## config.mk

```make
export PLATFORM = sky130hd
export DESIGN_NAME = arb8way16_flat
export DESIGN_NICKNAME = d
export VERILOG_FILES = /design/src/rtl/arb8way16_pkg.sv /design/src/rtl/arb8way16_if.sv /design/src/rtl/mux8way16.sv /design/src/rtl/arb8way16.sv /design/src/flat_wrapper.sv
export SDC_FILE = /design/constraint.sdc
export NUM_CORES = 1
export LEC_CHECK = 0
export BUFFER_PORTS_ARGS = -buffer_cell sky130_fd_sc_hd__buf_2
export CORE_ASPECT_RATIO = 0.7
export CORE_MARGIN = 8
export CORE_UTILIZATION = 49
export DETAILED_ROUTE_END_ITERATION = 12
export PLACE_DENSITY = 0.88
export REMOVE_ABC_BUFFERS = 1
export SETUP_SLACK_MARGIN = 0.15
export SLEW_MARGIN = 20
export SYNTH_ARGS = -nofsm -noshare
export SYNTH_HDL_FRONTEND = slang
export SYNTH_SLANG_ARGS = --single-unit
```

## constraint.sdc

```tcl
create_clock -name clk -period 12.66 [get_ports clk]
set_input_delay 2.532 -clock clk [delete_from_list [all_inputs] [get_ports clk]]
set_output_delay 2.532 -clock clk [all_outputs]
set_load 0.02 [all_outputs]
```

## src/rtl/arb8way16_pkg.sv

```systemverilog
// Shared constants and the occupancy state type for the 8-way, 16-bit round-robin arbiter.
package arb8way16_pkg;
    localparam int NWAY  = 8;
    localparam int WIDTH = 16;
    localparam int SELW  = 3;

    localparam logic [SELW-1:0] LAST_RST = 3'd7;

    typedef enum logic {
        ST_EMPTY = 1'b0,
        ST_FULL  = 1'b1
    } state_t;
endpackage

```

## src/rtl/arb8way16_if.sv

```systemverilog
// Requester/consumer bus of arb8way16. The lock vector exists only when ARB8WAY16_LOCK_EN is defined.
interface arb8way16_if;
    import arb8way16_pkg::*;

    logic [NWAY-1:0]  req;
    logic [WIDTH-1:0] i0, i1, i2, i3, i4, i5, i6, i7;
    logic [NWAY-1:0]  ack;
    logic [WIDTH-1:0] out;
    logic [SELW-1:0]  out_sel;
    logic             out_valid;
    logic             out_ready;
`ifdef ARB8WAY16_LOCK_EN
    logic [NWAY-1:0]  lock;

    modport master (output req, i0, i1, i2, i3, i4, i5, i6, i7, out_ready, lock,
                    input  ack, out, out_sel, out_valid);
    modport slave  (input  req, i0, i1, i2, i3, i4, i5, i6, i7, out_ready, lock,
                    output ack, out, out_sel, out_valid);
`else
    modport master (output req, i0, i1, i2, i3, i4, i5, i6, i7, out_ready,
                    input  ack, out, out_sel, out_valid);
    modport slave  (input  req, i0, i1, i2, i3, i4, i5, i6, i7, out_ready,
                    output ack, out, out_sel, out_valid);
`endif
endinterface

```

## src/rtl/mux8way16.sv

```systemverilog
// Eight-way, 16-bit combinational word multiplexer.
module mux8way16
    import arb8way16_pkg::*;
(
    input  logic [WIDTH-1:0] i0, i1, i2, i3, i4, i5, i6, i7,
    input  logic [SELW-1:0]  sel,
    output logic [WIDTH-1:0] y
);
    always_comb begin
        case (sel)
            3'd0:    y = i0;
            3'd1:    y = i1;
            3'd2:    y = i2;
            3'd3:    y = i3;
            3'd4:    y = i4;
            3'd5:    y = i5;
            3'd6:    y = i6;
            default: y = i7;
        endcase
    end
endmodule

```

## src/rtl/arb8way16.sv

```systemverilog
// Round-robin arbiter over eight 16-bit requesters feeding a one-deep valid/ready output register.
// Define ARB8WAY16_LOCK_EN to add the lock input, which lets the previous winner hold the grant.
module arb8way16
    import arb8way16_pkg::*;
(
    input  logic       clk,
    input  logic       reset,
    arb8way16_if.slave bus
);
    state_t           state, state_nxt;
    logic [SELW-1:0]  last, win, idx;
    logic [WIDTH-1:0] mux_y;
    logic             space, capture;

    assign space   = (state == ST_EMPTY) || bus.out_ready;
    assign capture = space && (|bus.req);

    // Scan from the farthest offset down so the nearest requester after `last` wins.
    always_comb begin
        win = last;
        idx = last;
        for (int k = NWAY; k >= 1; k--) begin
            idx = last + SELW'(k);
            if (bus.req[idx]) win = idx;
        end
`ifdef ARB8WAY16_LOCK_EN
        if (bus.lock[last] && bus.req[last]) win = last;
`endif
    end

    always_comb begin
        bus.ack = '0;
        if (capture && !reset) bus.ack[win] = 1'b1;
    end

    mux8way16 u_mux (
        .i0 (bus.i0), .i1 (bus.i1), .i2 (bus.i2), .i3 (bus.i3),
        .i4 (bus.i4), .i5 (bus.i5), .i6 (bus.i6), .i7 (bus.i7),
        .sel(win),
        .y  (mux_y)
    );

    always_ff @(posedge clk) begin
        if (reset) begin
            state       <= ST_EMPTY;
            last        <= LAST_RST;
            bus.out     <= '0;
            bus.out_sel <= '0;
        end else begin
            state <= state_nxt;
            if (capture) begin
                bus.out     <= mux_y;
                bus.out_sel <= win;
                last        <= win;
            end
        end
    end

    // A capture while full is a simultaneous drain and refill, so FULL is kept.
    always_comb begin
        state_nxt = state;
        case (state)
            ST_EMPTY: if (capture) state_nxt = ST_FULL;
            ST_FULL:  if (!capture && bus.out_ready) state_nxt = ST_EMPTY;
            default:  state_nxt = ST_EMPTY;
        endcase
    end

    always_comb begin
        bus.out_valid = (state == ST_FULL);
    end
endmodule

```

## src/flat_wrapper.sv

```systemverilog
// flat-port wrapper written by rule: the top's interface ports become plain ports
module arb8way16_flat import arb8way16_pkg::*;
  (clk, reset, bus_req, bus_i0, bus_i1, bus_i2, bus_i3, bus_i4, bus_i5, bus_i6, bus_i7, bus_out_ready, bus_ack, bus_out, bus_out_sel, bus_out_valid);
  arb8way16_if bus_i ();
  input  logic clk;
  input  logic reset;
  input wire logic [$bits(bus_i.req)-1:0] bus_req;
  input wire logic [$bits(bus_i.i0)-1:0] bus_i0;
  input wire logic [$bits(bus_i.i1)-1:0] bus_i1;
  input wire logic [$bits(bus_i.i2)-1:0] bus_i2;
  input wire logic [$bits(bus_i.i3)-1:0] bus_i3;
  input wire logic [$bits(bus_i.i4)-1:0] bus_i4;
  input wire logic [$bits(bus_i.i5)-1:0] bus_i5;
  input wire logic [$bits(bus_i.i6)-1:0] bus_i6;
  input wire logic [$bits(bus_i.i7)-1:0] bus_i7;
  input wire logic [$bits(bus_i.out_ready)-1:0] bus_out_ready;
  output wire logic [$bits(bus_i.ack)-1:0] bus_ack;
  output wire logic [$bits(bus_i.out)-1:0] bus_out;
  output wire logic [$bits(bus_i.out_sel)-1:0] bus_out_sel;
  output wire logic [$bits(bus_i.out_valid)-1:0] bus_out_valid;
  assign bus_i.req = bus_req;
  assign bus_i.i0 = bus_i0;
  assign bus_i.i1 = bus_i1;
  assign bus_i.i2 = bus_i2;
  assign bus_i.i3 = bus_i3;
  assign bus_i.i4 = bus_i4;
  assign bus_i.i5 = bus_i5;
  assign bus_i.i6 = bus_i6;
  assign bus_i.i7 = bus_i7;
  assign bus_i.out_ready = bus_out_ready;
  assign bus_ack = bus_i.ack;
  assign bus_out = bus_i.out;
  assign bus_out_sel = bus_i.out_sel;
  assign bus_out_valid = bus_i.out_valid;
  arb8way16 u_core (.clk(clk), .reset(reset), .bus(bus_i));
endmodule
```

Word-level counts from Yosys, hierarchy flattened
Cells that the tools add are included.
- bits in registers: 23
- input port bits: 139
- bitwise logic cells: 1
- muxes and demuxes: 28
- reductions and logical operators: 9
- add/subtract/negate cells: 7
- equal/unequal tests: 6
- magnitude comparators: 9
- operators by type and width (cell ; count):
    $pmux 16 s7 ; 1
    $lt 3x4->1 const B ; 8
    $bmux 1 s3 ; 7
    $mux 3 ; 7
    $add 3x3->3 const B ; 4
    $mux 1 ; 10
    $eq 3x3->1 const B ; 3
    $mux 8 ; 1
    $reduce_or 8->1 ; 1
    $add 3x2->3 const B ; 2
    $eq 3x2->1 const B ; 2
    $logic_and 1x1->1 ; 4
    $add 3x1->3 const B ; 1
    $demux 1 s3 ; 1
    $eq 3x1->1 const B ; 1
    $ge 3x1->1 const B ; 1
    $logic_not 3->1 ; 1
    $logic_not 1->1 ; 2
    $pmux 1 s2 ; 1
    $logic_or 1x1->1 ; 1
    $not 1->1 ; 1

Longest topological paths before layout
Gate-level depths: netlist (run 1).
- word-level depth: 15
- mapped depth: 17

Modules after synthesis
A second synthesis (run 1) with hierarchy kept.
- cells, all modules: 350
- area total of the unflattened synthesis: 2755.1 um^2
- modules (own cells, without submodules) (module ; area each (um^2) ; instances ; cells an instance):
    arb8way16 ; 1729.2 ; 1 ; 196
    mux8way16 ; 1026.0 ; 1 ; 154

Least setup slack after synthesis (run 1)
No wires, ideal clock.
- kind: input -> output
- from: input bus_req[5]
- to: output bus_ack[7]
- data required time: 10.128 ns
- arrival time: 5.045 ns
- path slack: 5.083 ns
- stages: 8
- cell sequence: clkbuf_1 > mux4_2 > mux2_4 > o31a_1 > a31o_2 > or3_4 > buf_6 > nor3_1
- word-level cells in the longest chain between the ends: 14
- ends and longest elaborated chain (item ; RTL line ; source):
    start, declared ; flat_wrapper.sv:7 ; input wire logic [$bits(bus_i.req)-1:0] bus_req;
    $bmux 1 s3 ; arb8way16.sv:24 ; if (bus.req[idx]) win = idx;
    $mux 1 (not written as such) ; arb8way16.sv:24 ;
    $mux 3 (7 in series) ; arb8way16.sv:24 ;
    $lt 3x4->1 (not written as such) / $ge 3x1->1 (equally long branches) ; arb8way16.sv:33 ; if (capture && !reset) bus.ack[win] = 1'b1;
    $logic_and 1x1->1 (not written as such) ; arb8way16.sv:33 ;
    $mux 1 (not written as such) ; arb8way16.sv:33 ;
    $demux 1 s3 ; - ;
    $mux 8 * ; arb8way16.sv:33 ;
    end, declared ; flat_wrapper.sv:17 ; output wire logic [$bits(bus_i.ack)-1:0] bus_ack;
Every way passes the cells marked *; elsewhere a longest branch is shown, timed or not. The select of a mux whose other input is x is not followed.

Worst setup path after layout (run 1)
Ends and elaborated chain as after synthesis.

==> results of run 1 <==
==> synth_stat cells (2+ instances only) <==
cell type                   number
sky130_fd_sc_hd__a211o_1         3
sky130_fd_sc_hd__a211oi_1       21
sky130_fd_sc_hd__a21o_1          2
sky130_fd_sc_hd__a21oi_1        14
sky130_fd_sc_hd__a221o_1         4
sky130_fd_sc_hd__a22oi_1         2
sky130_fd_sc_hd__and2_1          2
sky130_fd_sc_hd__buf_2          12
sky130_fd_sc_hd__buf_4           3
sky130_fd_sc_hd__buf_6           4
sky130_fd_sc_hd__clkbuf_1       10
sky130_fd_sc_hd__dfxtp_1        23
sky130_fd_sc_hd__ha_1            2
sky130_fd_sc_hd__inv_1           7
sky130_fd_sc_hd__mux2_2         15
sky130_fd_sc_hd__mux2i_1        30
sky130_fd_sc_hd__mux4_2         20
sky130_fd_sc_hd__nand2_1        24
sky130_fd_sc_hd__nand2b_1        5
sky130_fd_sc_hd__nand3_1         3
sky130_fd_sc_hd__nand4_1         2
sky130_fd_sc_hd__nor2_1         24
sky130_fd_sc_hd__nor2b_1         5
sky130_fd_sc_hd__nor3_1         11
sky130_fd_sc_hd__nor3b_1         7
sky130_fd_sc_hd__o21ai_0        16
sky130_fd_sc_hd__o21ai_1         7
sky130_fd_sc_hd__o21bai_1        2
sky130_fd_sc_hd__o22ai_1        10
sky130_fd_sc_hd__o2bb2ai_1       6
sky130_fd_sc_hd__o31ai_1         4
sky130_fd_sc_hd__or3_1           7
sky130_fd_sc_hd__or4_1           2
sky130_fd_sc_hd__xor2_1          2
==> layout make-up <==
cell class / count / area (um^2) / share of cell area [%]
repair buffers: 170 / 861 / 23.0
clock buffers: 3 / 41.3 / 1.10
multi-input cells: 275 / 2250 / 60.2
well taps: 75 / 93.8 / 2.51
clock inverters: 1 / 5.00 / 0.134
flip-flops and latches: 23 / 460 / 12.3
inverters: 7 / 26.3 / 0.703
==> critical path, delay by kind of cell <==
kind	cells	cell delay, ns
and+or+nand+nor	3	0.85
muxes	2	0.78
buffers and inverters	3	0.65
AOI/OAI and AO/OA	2	0.51
==> state kept, by name, indices dropped and copies added (netlist names) <==
| name | count |
|---|---|
| u_core.bus.out | 16 |
| u_core.bus.out_valid | 1 |
| u_core.bus.out_sel | 3 |
| u_core.last | 3 |
==> final timing paths <==
path                                            to  slack, ns  cells past startpoint
worst max-delay path                    bus_ack[7]       4.79                     10
worst min-delay path             u_core.bus.out[8]       0.46                      2
worst max register to register  u_core.bus.out[13]       7.96                     12
worst min register to register   u_core.bus.out[8]       0.46                      2
==> cells in the final DEF (no fill, tap or decap), types with 2 or more instances in the layout <==
master and count:
sky130_fd_sc_hd__buf_2 166, sky130_fd_sc_hd__mux2i_1 30, sky130_fd_sc_hd__nor2_1 24, sky130_fd_sc_hd__nand2_1 24
sky130_fd_sc_hd__dfxtp_1 23, sky130_fd_sc_hd__a211oi_1 21, sky130_fd_sc_hd__mux4_2 20, sky130_fd_sc_hd__o21ai_0 16
sky130_fd_sc_hd__mux2_2 15, sky130_fd_sc_hd__a21oi_1 14, sky130_fd_sc_hd__nor3_1 11, sky130_fd_sc_hd__o22ai_1 10
sky130_fd_sc_hd__inv_1 7, sky130_fd_sc_hd__o21ai_1 7, sky130_fd_sc_hd__or3_1 7, sky130_fd_sc_hd__nor3b_1 7
sky130_fd_sc_hd__o2bb2ai_1 6, sky130_fd_sc_hd__nand2b_1 5, sky130_fd_sc_hd__nor2b_1 5, sky130_fd_sc_hd__o31ai_1 4
sky130_fd_sc_hd__a221o_1 4, sky130_fd_sc_hd__buf_4 4, sky130_fd_sc_hd__nand3_1 3, sky130_fd_sc_hd__a211o_1 3
sky130_fd_sc_hd__clkbuf_8 3, sky130_fd_sc_hd__or4_1 2, sky130_fd_sc_hd__xor2_1 2, sky130_fd_sc_hd__o21bai_1 2
sky130_fd_sc_hd__nand4_1 2, sky130_fd_sc_hd__and2_1 2, sky130_fd_sc_hd__a22oi_1 2, sky130_fd_sc_hd__a21o_1 2
sky130_fd_sc_hd__ha_1 2
==> where the power goes <==
part | internal [W] | switching, W | leakage (nW)
Sequential | 0.000103 | 0.0000279 | 0.191
Combinational | 0.000528 | 0.000717 | 1.51
Clock | 0.0000220 | 0.0000239 | 0.0255
Total | 0.000654 | 0.000769 | 1.73
==> logic make-up (layout without fill, tap and decap cells) <==
kind of cell | after synthesis | count (layout)
and+or+nand+nor | 100 | 100
buffers and inverters | 36 | 181
AOI/OAI and AO/OA | 103 | 103
muxes | 66 | 66
xor gates and xnor gates | 4 | 4
DFF | 23 | 23
adders and majority gates | 2 | 2
==> through the flow <==
step,instance area [um^2],hold WS (ns),setup slack [ns]
finish,3740,0.457,4.79
global route,3740,0.484,4.63
CTS,3740,0.456,4.81
detailed placement,3690,0.437,4.81
global placement,3690,0.433,4.84
floorplan,2730,0.528,4.71
==> routing by layer <==
| layer | global-route usage (%) | part of all wire, % |
|---|---|---|
| met1 | 29.2 | 42 |
| met2 | 37.0 | 47 |
| met3 | 5.76 | 9.6 |
| met5 | 0 | 0 |
| met4 | 5.52 | 1.8 |
==> impl_results.md, run 1 <==
- Maximum single-stage delay on the critical path: 0.54 ns
- TritonCTS clock tree: done
- Async set or reset register ratio after synthesis: 0%
- Critical Path RT: 10.13 ns
- Final count of hold timing violations: 0
- Largest area contributor in the netlist: sky130_fd_sc_hd__dfxtp_1
- Cell repeated most along the worst path: sky130_fd_sc_hd__buf_2
- Leakage power summed over all cells: 1.73 nW
- Number of inserted filler cells in the final layout: 467
- Endpoint arrival time on the critical path: 5.34 ns
- RSZ-0062 raised after global routing: no
- Top cells by area, synth: sky130_fd_sc_hd__dfxtp_1 16%, sky130_fd_sc_hd__mux4_2 16%, sky130_fd_sc_hd__mux2i_1 10%, sky130_fd_sc_hd__mux2_2 5.8%, sky130_fd_sc_hd__a211oi_1 5.4%
- Top fanout value on the critical path: 41
- Largest family of logic cells by synthesized area: multiplexers
- Kind of critical path: primary input to output port
- Simple-gate share of the synthesized area: 17.9%
- Count of yosys warnings during synthesis: 0
- Final core utilization: 65.3%
- Most used flip-flop cell after synthesis: sky130_fd_sc_hd__dfxtp_1
- Largest vdd supply drop: 0.318 mV
- # H-tree levels: 1
- Post-Route WL: 10,300 um
- Pwr/cell area: 380 nW/um^2
- Number of synthesized flops with an enable pin: 0
- Adder and majority gate portion of the synthesized area: 0.864%
- Number of clock buffers inserted by TritonCTS: 3
- Post-detail-place hpwl: 8430 um
- Row Count: 23
- Setup violations, final: 0
- Post-layout net count: 621
- Detailed-route wire length per cell: 18.6 um
- Core area: 5730 um^2
- Number of distinct library cells after synthesis: 57
- Critical path launch point type: primary input
- Launch point of the critical path: bus_req[5]
- Maximum clock path buffer count: 2
- Multiplexer share of the synthesized area: 32.3%
- Max-cap violations: 0
- Status: finished, final reports clean
- Cell breakdown of the critical path: buf_2 -> mux4_2 -> mux2_2 -> a311oi_2 -> nand4_1 -> a31o_2 -> buf_4 -> or3_4 -> nor3_1 -> buf_2
- Buffer cell driving the clock tree root: sky130_fd_sc_hd__clkbuf_8
- Average cell area after synthesis: 8.67 um^2
- Post-layout instance count excluding filler cells: 554
- Via Count: 3,365
- Slew headroom: 50.4%
- DP Cell Count: 550
- Count of input and output buffers: 166
- Area of the die: 8670 um^2
- # hold bufs at CTS: 0
- Cell Area, Synth: 2900 um^2
- Total Routing Usage GR: 22.7%
- Die Span X: 108 um
- Final period util: 62.1%
- Share of the synthesized area in the top cell type: 15.9%
- Setup_tns: 0 ns
- Post-CTS resize count: 0
- Detailed-route vias per instance: 6.07
- Total of flip-flops plus latches after synthesis: 23
- Post-CTS repair timing setup buffer count: 0
- Ratio of cells with drive above 1 in the final layout: 45.9%
- Die Y: 80.3 um
- Post-synthesis xor/xnor area fraction: 1.86%
- Starting utilization of the core area: 50.6%
- Fraction of the yosys area taken by sequential cells: 15.9%
- Via count of the first global-routing pass: 3,174
- Worst clock skew: 0.00480 ns
- Compound-cell area share of the yosys netlist: 24.6%
- Shortest period the worst path allows: 7.87 ns
- Launch instance of the worst register-to-register path: u_core.last[1]
- Latest clock arrival within the worst-skew pair: 0.26 ns
- Number of diodes: 0
- Overflow left after global routing: 0
- Antenna Nets Post-Route: 0
- Total power: 0.00142 W
- Fmax: 127 MHz
- Number of standard cells after synthesis: 334
- Number of antenna violations at the first check in global routing: 0
- Hold wc startpoint: u_core.bus.out[8]
- Number of clock sinks seen by CTS: 23
- Clock slew at reported path FFs: 0.08 ns
- Violation count after the first detailed-routing iteration: 259
- First-pass iteration count of the detailed router: 5
- Slowest library cell on the worst path: sky130_fd_sc_hd__or3_4
- Boundary pin count: 167
- RD Place Congestion: 0.964
- Wire length of the first global-routing pass: 16,000 um
- Pins Over Slew Limit: 0
- Number of remaining DRC errors: 0
- Area growth from synthesis to layout: 29.1%
- Largest net degree at the start of global routing: 42
- Critical Path End Type: output port
- Worst-margin pin slew: 0.743 ns
- Path category of the worst min-delay check: flop to flop
No activity file was read; power rests on OpenSTA's default activity.
==> inputs of run 2 (changes only) <==
Settings changed: ABC_AREA from default to 1, CORE_UTILIZATION 49 to 45, PLACE_DENSITY 0.88 to 0.83.
Clock period 12.66 ns to 7.3 ns, I/O delays scaled along.
==> impl_results.md, run 2 <==
- Status: finished, final reports clean
- Most instantiated library cell after synthesis: sky130_fd_sc_hd__nand2_1
- Commonest non-fill, non-tap cells in the layout: 166 x sky130_fd_sc_hd__buf_2, 142 x sky130_fd_sc_hd__nand2_1, 85 x sky130_fd_sc_hd__nor2_1, 79 x sky130_fd_sc_hd__nand3_1, 49 x sky130_fd_sc_hd__nand4_1
- Count of input and output buffers: 166
- Cell repeated most along the worst path: sky130_fd_sc_hd__nand2_1
- Top cells by area, synth: sky130_fd_sc_hd__nand2_1 19%, sky130_fd_sc_hd__dfxtp_1 16%, sky130_fd_sc_hd__nand3_1 14%, sky130_fd_sc_hd__nor2_1 11%, sky130_fd_sc_hd__nand4_1 11%
- Max-cap violations: 0
- Number of clock sinks seen by CTS: 23
- Number of cell instances on the worst register-to-register path: 21
- Worst-margin pin slew: 0.875 ns
- Compound-cell area share of the yosys netlist: 5.83%
- Slowest library cell on the worst path: sky130_fd_sc_hd__dfxtp_1
- Cell breakdown of the critical path: inv_2 -> ha_1 -> inv_1 -> nand3_1 -> nand3_1 -> nand2_1 -> inv_1 -> nand2_1 -> nand2_1 -> nand2_1 -> nand2_1 -> nand3_1 -> nand2_2 -> buf_4 -> inv_2 -> nand2_2 -> nor3_1 -> buf_2
- Ratio of cells with drive above 1 in the final layout: 30.0%
- Violation count after the first detailed-routing iteration: 405
- Largest area contributor in the netlist: sky130_fd_sc_hd__nand2_1
- # hold bufs at CTS: 0
- Largest register by flop count: u_core.bus.out
- Largest family of logic cells by synthesized area: simple AND/OR/NAND/NOR gates
- Worst clock skew: 0.0128 ns
- Post-synthesis xor/xnor area fraction: 0.935%
- Non-Filler Cell Area, Final: 3560 um^2
- Critical Path End Type: output port
- FF+latch area: 460 um^2
- Row Count: 24
- Overflow left after global routing: 0
- Launch point of the critical path: u_core.last[0]
- Number of remaining DRC errors: 0
- Average cell area after synthesis: 5.50 um^2
- TritonCTS clock tree: done
- Maximum single-stage delay on the critical path: 0.61 ns
- Post-Route WL: 11,200 um
- Share of the synthesized area in the top cell type: 19.0%
- Pins Over Slew Limit: 0
- Boundary pin count: 167
- First-pass iteration count of the detailed router: 5
- Path category of the worst min-delay check: flop to flop
- Most used flip-flop cell after synthesis: sky130_fd_sc_hd__dfxtp_1
- Number of diodes: 0
- Post-CTS repair timing setup buffer count: 0
- Leading cell types by count after synthesis: 142 x sky130_fd_sc_hd__nand2_1, 85 x sky130_fd_sc_hd__nor2_1, 79 x sky130_fd_sc_hd__nand3_1
- Fraction of the yosys area taken by sequential cells: 16.4%
- Number of synthesized flops with an enable pin: 0
- Number of antenna violations at the first check in global routing: 0
- Critical path launch point type: flop
- # H-tree levels: 1
- Latest clock arrival within the worst-skew pair: 0.27 ns
- Slew headroom: 41.5%
- Wire length of the first global-routing pass: 18,300 um
- Core area: 6130 um^2
- Endpoint of the worst-slack reg-to-reg timing path: u_core.bus.out[15]
- Die Y: 82.1 um
- Via count of the first global-routing pass: 3,860
- Post-detail-place hpwl: 8580 um
- Standard cell area after detailed placement: 3510 um^2
- Number of flip-flops under the largest register name: 16
- Count of yosys warnings during synthesis: 0
- Detailed-route wire length per cell: 15.5 um
- Starting utilization of the core area: 45.9%
- Adder and majority gate portion of the synthesized area: 0.890%
- Top fanout value on the critical path: 50
- Launch instance of the worst register-to-register path: u_core.last[0]
- Simple-gate share of the synthesized area: 62.0%
- Clock slew at reported path FFs: 0.09 ns
- Final count of hold timing violations: 0
- Async set or reset register ratio after synthesis: 0%
- Final period util: 77.7%
- RSZ-0062 raised after global routing: no
- Critical Path RT: 5.84 ns
- Shortest period the worst path allows: 5.67 ns
- Endpoint arrival time on the critical path: 4.21 ns
- Via Count: 4,060
- Detailed-route vias per instance: 5.60
- RD Place Congestion: 0.982
- Buffer cell driving the clock tree root: sky130_fd_sc_hd__clkbuf_8
- Die Span X: 110 um
- Number of standard cells after synthesis: 511
- Number of clock buffers inserted by TritonCTS: 3
- Largest net degree at the start of global routing: 51
- Final hold slack: 0.472 ns
- Setup_tns: 0 ns
- Maximum clock path buffer count: 2
- Post-layout net count: 789
- Kind of critical path: flop to output port
- Multiplexer share of the synthesized area: 0%
- Fmax: 176 MHz
- Total of flip-flops plus latches after synthesis: 23
- Cell Area, Synth: 2810 um^2
- Leading registers by flop count: u_core.bus.out (16), u_core.bus.out_sel (3), u_core.last (3)
- Area occupied by multi-input gates: 1960 um^2
- Number of inserted filler cells in the final layout: 606
- Antenna Nets Post-Route: 0
- Internal reg-to-reg setup slack: 2.96 ns
- Capturing element of the worst setup path: bus_ack[3]
- Area of the die: 9070 um^2
- Setup violations, final: 0
- Number of distinct library cells after synthesis: 29
- Post-CTS resize count: 0
- Total Routing Usage GR: 23.4%
- Commonest non-fill, non-tap cell in the layout: sky130_fd_sc_hd__buf_2
- Area growth from synthesis to layout: 26.6%
[run 2: cell types whose count changed in the layout (fill, tap and decap cells not counted), moves of 10 or more]
| cell | change |
|---|---|
| sky130_fd_sc_hd__a211oi_1 | -21 |
| sky130_fd_sc_hd__o22ai_1 | -10 |
| sky130_fd_sc_hd__mux2i_1 | -30 |
| sky130_fd_sc_hd__nand3_1 | +76 |
| sky130_fd_sc_hd__inv_1 | +25 |
| sky130_fd_sc_hd__nand4_1 | +47 |
| sky130_fd_sc_hd__mux2_2 | -15 |
| sky130_fd_sc_hd__mux4_2 | -20 |
| sky130_fd_sc_hd__nor2_1 | +61 |
| sky130_fd_sc_hd__nand2_1 | +118 |
[run 2: metrics by stage]
step           utilization [%]  std cells  setup slack (ns)
4_1_cts                   58.1        725              1.77
3_5_place_dp              57.3        721              1.87
6_report                  58.1        725              1.63
2_1_floorplan                -        474              2.01
5_1_grt                   58.1        725              1.32
3_3_place_gp              57.3        721              1.93
[run 2: area by class of cell]
| cell class | count | area share [%] |
|---|---|---|
| clock inverters | 1 | 0.211 |
| well taps | 78 | 2.74 |
| multi-input cells | 414 | 55.0 |
| flip-flops and latches | 23 | 12.9 |
| repair buffers | 169 | 24.0 |
| inverters | 37 | 3.90 |
| clock buffers | 3 | 1.16 |
[run 2: worst min-delay path by stage]
stage | startpoint | end | slack (ns) | depth (start not counted)
floorplan | u_core.bus.out_sel[0] | u_core.bus.out_sel[0] | 0.54 | 2
global placement | u_core.bus.out_sel[2] | u_core.bus.out_sel[2] | 0.45 | 2
detailed placement | u_core.bus.out_sel[0] | u_core.bus.out_sel[0] | 0.46 | 2
CTS | u_core.bus.out_sel[0] | u_core.bus.out_sel[0] | 0.47 | 2
global route | u_core.bus.out_sel[0] | u_core.bus.out_sel[0] | 0.49 | 2
finish | u_core.bus.out_sel[0] | u_core.bus.out_sel[0] | 0.47 | 2
[run 2: cells by family after synthesis]
family                   after synthesis
XOR/XNOR                               3
buffers and inverters                 74
AO/OA/AOI/OAI                         30
flip-flops                            23
AND/OR/NAND/NOR                      379
adder cells (fa/ha/maj)                2
[run 2: per-layer routing]
metal / track usage [%] / vias to the layer above / part of all wire (%)
li1: - / 1968 / -
met1: 30.1 / 1806 / 43
met2: 39.1 / 263 / 45
met3: 5.63 / 23 / 10
met4: 6.04 / 0 / 1.7
met5: 0 / - / 0
[run 2: worst max-delay path, delay by kind of cell, from the launching register on]
family	cells	cell delay, ns
fa+ha+maj	1	0.54
buf+inv	6	1.56
flops	1	0.61
simple gates	11	1.14
Power of run 2 is not shown: default switching activity piles up to over one toggle a cycle in this logic, so the estimate is an artifact.
